[src/rtl/store_narrow_unit.sv]
// Store path for byte/halfword/word writes into word-organised memory.
// Narrow stores read the containing word, merge the new lane, then write it back.
module store_narrow_unit #(
    parameter int ADDR_W = 30
) (
    input  logic              clk,
    input  logic              rst_n,
    input  logic              start,
    input  logic [1:0]        size,
    input  logic [31:0]       addr,
    input  logic [31:0]       wdata,
    output logic              busy,
    output logic              done,
    output logic              misaligned,
    output logic              narrow_ovf,
    output logic [ADDR_W-1:0] mem_addr,
    output logic              mem_re,
    input  logic [31:0]       mem_rdata,
    output logic              mem_we,
    output logic [31:0]       mem_wdata
);

    typedef enum logic [2:0] {
        IDLE,
        RD,
        MRG,
        WR,
        DONE
    } state_t;

    state_t            state_q, state_d;
    logic              is_byte_q, is_byte_d;
    logic [1:0]        lane_q, lane_d;
    logic [15:0]       wdata_q, wdata_d;
    logic [ADDR_W-1:0] mem_addr_q, mem_addr_d;
    logic [31:0]       mem_wdata_q, mem_wdata_d;
    logic              mem_re_q, mem_re_d;
    logic              mem_we_q, mem_we_d;
    logic              done_q, done_d;
    logic              busy_q, busy_d;
    logic              mis_q, mis_d;
    logic              ovf_q, ovf_d;

    logic              mis_c;
    logic              ovf_c;
    logic [31:0]       merged_c;

    // Overflow is the inverse of sign extension: every bit above the target sign bit must match it.
    always_comb begin
        mis_c = (size == 2'b11)
              | ((size == 2'b01) & addr[0])
              | ((size == 2'b10) & (addr[1:0] != 2'b00));
        ovf_c = 1'b0;
        if (size == 2'b00) begin
            ovf_c = !((&wdata[31:7]) | ~(|wdata[31:7]));
        end else if (size == 2'b01) begin
            ovf_c = !((&wdata[31:15]) | ~(|wdata[31:15]));
        end
    end

    always_comb begin
        merged_c = mem_rdata;
        if (is_byte_q) begin
            merged_c[{lane_q, 3'b000} +: 8] = wdata_q[7:0];
        end else begin
            merged_c[{lane_q[1], 4'b0000} +: 16] = wdata_q;
        end
    end

    always_comb begin
        state_d     = state_q;
        is_byte_d   = is_byte_q;
        lane_d      = lane_q;
        wdata_d     = wdata_q;
        mem_addr_d  = mem_addr_q;
        mem_wdata_d = mem_wdata_q;
        mis_d       = mis_q;
        ovf_d       = ovf_q;
        mem_re_d    = 1'b0;
        mem_we_d    = 1'b0;
        done_d      = 1'b0;
        busy_d      = 1'b0;
        case (state_q)
            IDLE: begin
                if (start) begin
                    is_byte_d  = (size == 2'b00);
                    lane_d     = addr[1:0];
                    wdata_d    = wdata[15:0];
                    mem_addr_d = addr[ADDR_W+1:2];
                    mis_d      = mis_c;
                    ovf_d      = mis_c ? 1'b0 : ovf_c;
                    busy_d     = 1'b1;
                    if (mis_c) begin
                        state_d = DONE;
                        done_d  = 1'b1;
                    end else if (size == 2'b10) begin
                        state_d     = WR;
                        mem_we_d    = 1'b1;
                        mem_wdata_d = wdata;
                    end else begin
                        state_d  = RD;
                        mem_re_d = 1'b1;
                    end
                end
            end
            RD: begin
                state_d = MRG;
                busy_d  = 1'b1;
            end
            MRG: begin
                state_d     = WR;
                mem_we_d    = 1'b1;
                mem_wdata_d = merged_c;
                busy_d      = 1'b1;
            end
            WR: begin
                state_d = DONE;
                done_d  = 1'b1;
                busy_d  = 1'b1;
            end
            DONE: begin
                state_d = IDLE;
            end
            default: begin
                state_d = IDLE;
            end
        endcase
    end

    // Every output comes straight from a flop, loaded with the value for the state being entered.
    always_ff @(posedge clk or negedge rst_n) begin
        if (!rst_n) begin
            state_q     <= IDLE;
            is_byte_q   <= 1'b0;
            lane_q      <= 2'b00;
            wdata_q     <= 16'h0000;
            mem_addr_q  <= '0;
            mem_wdata_q <= 32'h0000_0000;
            mem_re_q    <= 1'b0;
            mem_we_q    <= 1'b0;
            done_q      <= 1'b0;
            busy_q      <= 1'b0;
            mis_q       <= 1'b0;
            ovf_q       <= 1'b0;
        end else begin
            state_q     <= state_d;
            is_byte_q   <= is_byte_d;
            lane_q      <= lane_d;
            wdata_q     <= wdata_d;
            mem_addr_q  <= mem_addr_d;
            mem_wdata_q <= mem_wdata_d;
            mem_re_q    <= mem_re_d;
            mem_we_q    <= mem_we_d;
            done_q      <= done_d;
            busy_q      <= busy_d;
            mis_q       <= mis_d;
            ovf_q       <= ovf_d;
        end
    end

    assign busy       = busy_q;
    assign done       = done_q;
    assign misaligned = mis_q;
    assign narrow_ovf = ovf_q;
    assign mem_addr   = mem_addr_q;
    assign mem_re     = mem_re_q;
    assign mem_we     = mem_we_q;
    assign mem_wdata  = mem_wdata_q;

endmodule

[config.mk]
export PLATFORM = sky130hd
export DESIGN_NAME = store_narrow_unit
export DESIGN_NICKNAME = d
export VERILOG_FILES = /design/src/rtl/store_narrow_unit.sv
export SDC_FILE = /design/constraint.sdc
export NUM_CORES = 1
export LEC_CHECK = 0
export CELL_PAD_IN_SITES_DETAIL_PLACEMENT = 0
export CELL_PAD_IN_SITES_GLOBAL_PLACEMENT = 1
export CORE_MARGIN = 3
export CORE_UTILIZATION = 30
export CTS_CLUSTER_SIZE = 24
export DETAILED_ROUTE_END_ITERATION = 8
export DONT_BUFFER_PORTS = 1
export PLACE_DENSITY = 0.7
export SLEW_MARGIN = 10
export SYNTH_ARGS = -nofsm -noshare
export SYNTH_HDL_FRONTEND = slang
export SYNTH_SLANG_ARGS = --single-unit
[constraint.sdc]
create_clock -name clk -period 2.4 [get_ports clk]
set_clock_uncertainty 0.1 [all_clocks]
set_input_delay 0.48 -clock clk [delete_from_list [all_inputs] [get_ports clk]]
set_output_delay 0.48 -clock clk [all_outputs]
set_load 0.005 [all_outputs]
-- Word level (Yosys, flattened, before mapping)
Cells that the tools add are included.
- input port bits: 101
- memories kept: 0
- latch bits: 0
- memory bits (writable): 0
- register bits: 90
- word-level logic and storage cells: 75
- memory bits (read-only): 0
- output and inout bits: 68
- equality and inequality tests: 9
- bitwise gates (word level): 8
- add/subtract/negate cells: 2
- shift operators: 4
- div/mod/pow operators: 0
- muxes and demuxes: 27
- $mul: 0
- order comparisons: 0
- reduce and logical (&&, ||, !) cells: 13
- operator list (operator ; number):
    $mux 32 ; 4
    $bwmux 32 ; 2
    $pmux 32 s2 ; 1
    $shift 16x7->32 const A ; 1
    $shift 8x7->32 const A ; 1
    $shiftx 16x7->32 ; 1
    $shiftx 8x7->32 ; 1
    $reduce_and 25->1 ; 1
    $reduce_or 25->1 ; 1
    $reduce_and 17->1 ; 1
    $reduce_or 17->1 ; 1
    $neg 5->7 ; 2
    $mux 1 ; 13
    $pmux 3 s4 ; 1
    $eq 3x2->1 const B ; 2
    $mux 3 ; 2
    $ne 2x2->1 const B ; 3
    $pmux 1 s2 ; 3
    $eq 2x2->1 const B ; 2
    $or 1x1->1 ; 4
    $reduce_and 4->1 ; 1
    $reduce_bool 2->1 ; 2
    $eq 3x1->1 const B ; 1
    $logic_not 3->1 ; 1
    other kinds (8) ; 11

-- Longest topological paths before layout
Gate-level depths: netlist of run 1.
- depth after elaboration: 7
- mapped depth: 10
- mapped depth without buffers: 6

-- Least setup slack after synthesis of run 1
OpenSTA, ideal clock, no wires.
- kind: reg-to-reg
- from: register lane_q[1]
- to: register mem_wdata_q[14] (netlist: mem_wdata[14])
- clock period less this slack: 2514 ps
- setup time: 82 ps
- arrival time: 2333 ps
- path slack: -114 ps
- cell stages (with the launch flop): 11
- buffers on the path: 4
- data required time: 2218 ps
- cell sequence: dfrtp_1 -> clkbuf_1 -> buf_2 -> inv_2 -> ha_1 -> buf_2 -> nor3b_4 -> buf_4 -> nand4_1 -> a311o_1 -> a31oi_1
- word-level cells in the longest chain between the ends: 5
- elaborated cells between the ends (all ways): 10
- classes of those cells: add/sub (2); shift (4); mux (4)
- ends and longest elaborated chain (item ; RTL line ; RTL):
    start: declaration ; 33 ; logic [1:0] lane_q, lane_d;
    start signal: assignment ; 148 ; lane_q <= lane_d;
    $neg 5->7, on equally long branches ; 66, 64 ;
    $shiftx 16x7->32 (tied with other cells) ; 66 ; merged_c[{lane_q[1], 4'b0000} +: 16] = wdata_q;
    $bwmux 32, on equally long branches ; 66, 64 ;
    $mux 32 * ; 63 ; if (is_byte_q) begin
    $pmux 32 s2 * ; 83 ; case (state_q)
    end signal: assignment ; 151 ; mem_wdata_q <= mem_wdata_d;
    end: declaration ; 36 ; logic [31:0] mem_wdata_q, mem_wdata_d;
Every way passes the cells marked *; elsewhere a longest branch is shown, timed or not.
A chain may end at the register's enable or synchronous reset.

-- Worst setup path in the final report of run 1
- from: register lane_q[1]
- to: register mem_wdata_q[10] (netlist: mem_wdata[10])
The elaborated chain is that of the path after synthesis.

==> results of run 1 <==
## sequential cells by signal (all words and copies together), names as in the netlist, 2 cells and up
| register | cells |
|---|---|
| state_q | 3 |
| lane_q | 2 |
| mem_addr | 30 |
| mem_wdata | 32 |
| wdata_q | 16 |
## cells by family after synthesis
kind of cell	share of synthesized area, %
and+or+nand+nor	31.9
AOI/OAI and AO/OA	17.1
DFF	45.5
buffers and inverters	4.24
adders and majority gates	1.26
## worst min path at each step
stage,startpoint,to,cells after the start
6_report,rst_n,mem_wdata[4],0
3_5_place_dp,rst_n,mem_wdata[4],0
5_1_grt,rst_n,mem_we,0
2_1_floorplan,rst_n,busy,0
4_1_cts,rst_n,mem_wdata[3],0
3_3_place_gp,rst_n,mem_we,0
## metal layers
metal / GRT usage [%] / up-vias / share of wire [%]
met1: 23.3 / 2037 / 43
met5: 0 / - / 0
li1: - / 2037 / -
met4: 4.30 / 0 / 1.7
met3: 7.71 / 18 / 12
met2: 26.1 / 205 / 44
## worst max-delay path, delay by kind of cell (launching register included)
family	cells	cell delay, ns
fa+ha+maj	1	0.52
compound gates	2	0.52
flops	1	0.41
buf+inv	2	0.27
simple gates	1	0.16
## final cells by class
class                   count  area, µm²  area share (%)
clock inverters             6       71.3            1.29
inverters                   2       7.51           0.136
well taps                 216        270            4.89
flip-flops and latches     90       2250            40.8
repair buffers             20        188            3.40
multi-input cells         453       2500            45.2
clock buffers              10        239            4.32
## stage by stage
| step | utilization, % | instances | total power [mW] | setup slack (ns) | hold WS (ns) |
|---|---|---|---|---|---|
| finish | 34.5 | 797 | 7.65 | 0.325 | -0.278 |
| detailed placement | 32.6 | 781 | 6.20 | 0.368 | 0.0896 |
| global placement | 32.6 | 781 | 6.09 | 0.418 | 0.0895 |
| global route | 34.5 | 797 | 8.31 | 0.152 | -0.304 |
| floorplan | - | 590 | 5.21 | 0.0161 | 0.0844 |
| CTS | 34.5 | 797 | 7.76 | 0.331 | -0.297 |
## synth_stat cells (2+ instances only)
| library cell | n |
|---|---|
| nand2_1 | 184 |
| dfrtp_1 | 90 |
| nor2_1 | 38 |
| a211oi_1 | 33 |
| a311o_1 | 32 |
| a31oi_1 | 32 |
| nand2b_1 | 32 |
| clkbuf_1 | 29 |
| nor2b_1 | 26 |
| nand3_1 | 20 |
| buf_2 | 12 |
| nand4_1 | 12 |
| and2_1 | 9 |
| ha_1 | 5 |
| nor3_1 | 5 |
| nor4_1 | 5 |
| a21oi_1 | 3 |
| o21ai_0 | 3 |
| a32o_1 | 2 |
| buf_6 | 2 |
## power by group through the flow
stage | registers, mW | clock network (mW) | logic, mW
after floorplan | 2.75 | 0 | 2.46
after CTS | 3.13 | 1.56 | 3.07
after detailed placement | 3.14 | 0 | 3.07
after global routing | 3.22 | 1.62 | 3.47
after global placement | 3.13 | 0 | 2.96
final | 3.11 | 1.49 | 3.04
==> results.yml, run 1 <==
timing:
  maxSlewHeadroom_pct: 54.1
  whs_ns: -0.278
  max_freq_mhz: 482
  worst_pin_slew_ns: 0.683
  period_needed_ns: 2.08
  setup_viol_count_final: 0
  finalSetupTns_ns: 0
  drv_slew: 0
  finalCritPeriodShare_pct: 86.5
  finalHoldViolCount: 90
  rsz0062_at_grt: "false"
routing:
  drtIter0Drc: 291
  vias: 4297
  drcViolationCount: 0
  first_pass_iters: 6
  viasPerCell: 5.39
  avgRoutedWirePerCell_um: 19.6
  ant_nets: 0
  totalWireLength_mm: 15.6
logic_synthesis:
  synth_top_flop_cell: "dfrtp_1"
  synth_area_leaders: "dfrtp_1 45%, nand2_1 14%, a311o_1 6.5%"
  synthArstFlopShare_pct: 100
  yosysUniqueCellTypes: 36
  ys_seq_elements: 90
  syn-instance-count: 590
  yosys_warnings: 0
  synth_seq_area_share_pct: 45.5
  synth_fp_nets: 696
  synth_edf_count: 0
  synth_top_area_share_pct: 45.5
  synth_area_mm2: 0.00495
  syn-mean-instance-area_um2: 8.40
  synth_area_leader_cell: "dfrtp_1"
cts:
  clk_latency_ns: 0.35
  cts_num_sinks: 90
  cts_root_buffer: "clkbuf_16"
  clockBufferDepth: 2
  cts_tree: "built"
  cts-resized-gates: 0
  post-cts-setup-buffers: 0
  numCtsBuffers: 9
  htreeDepth: 3
  clk_pin_slew_ns: 0.07
global_route:
  antenna_found_initial: 0
  grtUsageTotal_pct: 17.5
  overflow: 0
  grt_pass1_wl_mm: 24.6
  grt_max_degree: 91
  grt_pass1_vias: 4165
critical_path:
  r2r_setup_slack_ns: 0.32
  reg2reg_depth: 6
  timing.rr.start: "lane_q[1]"
  path_cells: "inv_2 -> buf_4 -> ha_1 -> nand4_1 -> a311o_1 -> a31oi_1"
  worstPathArrival_ns: 2.23
  critPathCaptureType: "flip-flop"
  crit_path_end: "mem_wdata[10]"
  crit_path_max_fanout: 16
  cpMaxStageDelayCell: "ha_1"
  required_ns: 2.56
  crit_start: "lane_q[1]"
  cpPeakStageDelay_ns: 0.52
  start_kind: "flip-flop"
  crit_type: "flip-flop to flip-flop"
  r2r_end: "mem_wdata[10]"
pwr:
  leakage_nw: 2.35
  ir_drop_mv: 0.498
  p_switching_mw: 3.27
  p_int_mw: 4.38
  switching_share_pct: 42.7
  clockPowerShare_pct: 19.5
  seqPwrFrac_pct: 40.7
  combPwrFrac_pct: 39.8
  pwr_density_cell_mw_per_mm2: 1380
finish:
  nets: 682
  final_cell_mix: "183 x nand2_1, 88 x dfrtp_1, 38 x nor2_1"
  diodes: 0
  postLayoutCellArea_mm2: 0.00553
  areaGrowthSynthToFinish_pct: 11.5
  layout-drive-gt1-share_pct: 7.75
  fillCellCount: 1716
  final_common_cell: "nand2_1"
floorplanning:
  dieArea_mm2: 0.0181
  io_pins: 169
  rows: 46
  die_w_um: 135
  core_area_mm2: 0.0160
  start_util_pct: 31.0
  die_h_um: 135
status:
  violations: "hold timing"
  status: "finished with violations"
place:
  hpwlAfterDp_mm: 11.3
  gp_congestion: 0.856
  placed_cell_area_mm2: 0.00522
  numPortBuffers: 0
flow_run:
  cap_violations: 0
hold_path:
  hp-class: "input pin to async pin"
(Power assumes the default switching activity.)
==> run 2, diff against run 1 <==
==> constraint.sdc (replaced) <==
create_clock -name clk -period 2.4 [get_ports clk]
set_clock_uncertainty 0.1 [all_clocks]
set_input_delay 0.24 -clock clk [delete_from_list [all_inputs] [get_ports clk]]
set_output_delay 0.24 -clock clk [all_outputs]
set_load 0.005 [all_outputs]
==> results.yml, run 2 (synthesis results as in run 1) <==
timing:
  finalCritPeriodShare_pct: 87.0
  drv_slew: 0
  setup_viol_count_final: 0
  period_needed_ns: 2.09
  max_freq_mhz: 479
  whs_ns: -0.520
  rsz0062_at_grt: "false"
  finalWorstSetupSlack_ns: 0.312
  finalHoldViolCount: 90
  finalSetupTns_ns: 0
  maxSlewHeadroom_pct: 56.3
  worst_pin_slew_ns: 0.649
cts:
  numCtsBuffers: 9
  cts_tree: "built"
  cts_root_buffer: "clkbuf_16"
  htreeDepth: 3
  post-cts-setup-buffers: 0
  clk_latency_ns: 0.35
  cts_num_sinks: 90
  clk_pin_slew_ns: 0.07
  cts-resized-gates: 0
  cts_hold_buf: 66
  clockBufferDepth: 2
pwr:
  seqPwrFrac_pct: 40.6
  p_switching_mw: 3.32
  pwr_density_cell_mw_per_mm2: 1240
  switching_share_pct: 43.5
  clockPowerShare_pct: 17.9
  combPwrFrac_pct: 41.5
  power.total_mw: 7.64
  p_int_mw: 4.32
  ir_drop_mv: 0.520
  leakage_nw: 2.61
critical_path:
  critPathCaptureType: "flip-flop"
  timing.rr.start: "lane_q[0]"
  crit_type: "flip-flop to flip-flop"
  required_ns: 2.56
  r2r_setup_slack_ns: 0.31
  r2r_end: "mem_wdata[0]"
  worstPathArrival_ns: 2.25
  crit_path_end: "mem_wdata[0]"
  crit_start: "lane_q[0]"
  reg2reg_depth: 7
  crit_path_max_fanout: 8
  start_kind: "flip-flop"
global_route:
  grt_pass1_wl_mm: 25.9
  met2_usage_pct: 28.6
  grt_max_degree: 91
  grt_pass1_vias: 4632
  use_met3_pct: 5.74
  antenna_found_initial: 0
  grtUsageMet1_pct: 24.1
  grtUsageTotal_pct: 18.3
  top_usage_layer: "met2"
  overflow: 0
routing:
  totalWireLength_mm: 16.5
  ant_nets: 0
  viasPerCell: 5.31
  avgRoutedWirePerCell_um: 19.1
  first_pass_iters: 5
  drcViolationCount: 0
  vias: 4586
  drtIter0Drc: 289
status:
  status: "finished with violations"
  violations: "hold timing"
flow_run:
  cap_violations: 0
place:
  dp_slack_ns: 0.348
  numPortBuffers: 0
  dp.cells: 781
  gp_congestion: 0.862
  hpwlAfterDp_mm: 11.3
  placed_cell_area_mm2: 0.00522
floorplanning:
  io_pins: 169
  die_h_um: 135
  dieArea_mm2: 0.0181
  start_util_pct: 31.0
  rows: 46
  core_area_mm2: 0.0160
  die_w_um: 135
finish:
  layout-drive-gt1-share_pct: 6.96
  diodes: 0
  final_cell_mix: "183 x nand2_1, 88 x dfrtp_1, 66 x dlygate4sd3_1"
  nets: 748
  fillCellCount: 1633
  instances_no_fill: 863
  postLayoutCellArea_mm2: 0.00616
  final_common_cell: "nand2_1"
  areaGrowthSynthToFinish_pct: 24.2
  largest_register_ffs: 32
hold_path:
  hp-class: "input pin to async pin"
## run 2: cell types whose count changed in the layout (fill, tap and decap cells not counted)
cell / previous run / this run
dlygate4sd3_1: 0 / 66
clkinv_2: 0 / 2
bufinv_16: 1 / 0
clkbuf_8: 1 / 0
inv_6: 2 / 1
inv_8: 0 / 1
## run 2: stage by stage
step | hold WS, ns | utilization (%)
after floorplan | -0.156 | -
after global placement | -0.151 | 32.6
after detailed placement | -0.151 | 32.6
after CTS | -0.538 | 38.5
after global routing | -0.542 | 38.5
final | -0.520 | 38.5
## run 2: power by group through the flow
| stage | Combinational [mW] | Clock, mW | Sequential [mW] |
|---|---|---|---|
| floorplan | 2.46 | 0 | 2.75 |
| global placement | 2.95 | 0 | 3.13 |
| detailed placement | 3.09 | 0 | 3.13 |
| CTS | 3.18 | 1.41 | 3.12 |
| global route | 3.61 | 1.46 | 3.20 |
| finish | 3.17 | 1.37 | 3.10 |
## run 2: layout make-up
cell class              instances  area [µm²]  area share [%]
multi-input cells             453        2500            40.5
flip-flops and latches         90        2250            36.6
inverters                       2        7.51           0.122
repair buffers                 86         848            13.8
well taps                     216         270            4.39
clock inverters                 7        53.8           0.874
clock buffers                   9         225            3.66
## run 2: worst min path at each step
stage / from / end
6_report: rst_n / mem_we
2_1_floorplan: rst_n / busy
3_3_place_gp: rst_n / mem_we
4_1_cts: rst_n / mem_wdata[3]
3_5_place_dp: rst_n / mem_wdata[3]
5_1_grt: rst_n / mem_we
## run 2: critical path, stage by stage, from the launching register on
cell and delay (ns):
dfrtp_1 0.38, inv_1 0.13, ha_1 0.29, nor4bb_1 0.32, buf_4 0.22, nand2_1 0.06, a311o_1 0.32, a31oi_1 0.18
## run 2: layer usage
layer	share of wire, %	vias to the layer above	wire length (µm)
met2	46	183	7540
met3	9.4	25	1550
met5	0	-	0
li1	-	2168	-
met4	2.2	0	357
met1	43	2210	7020
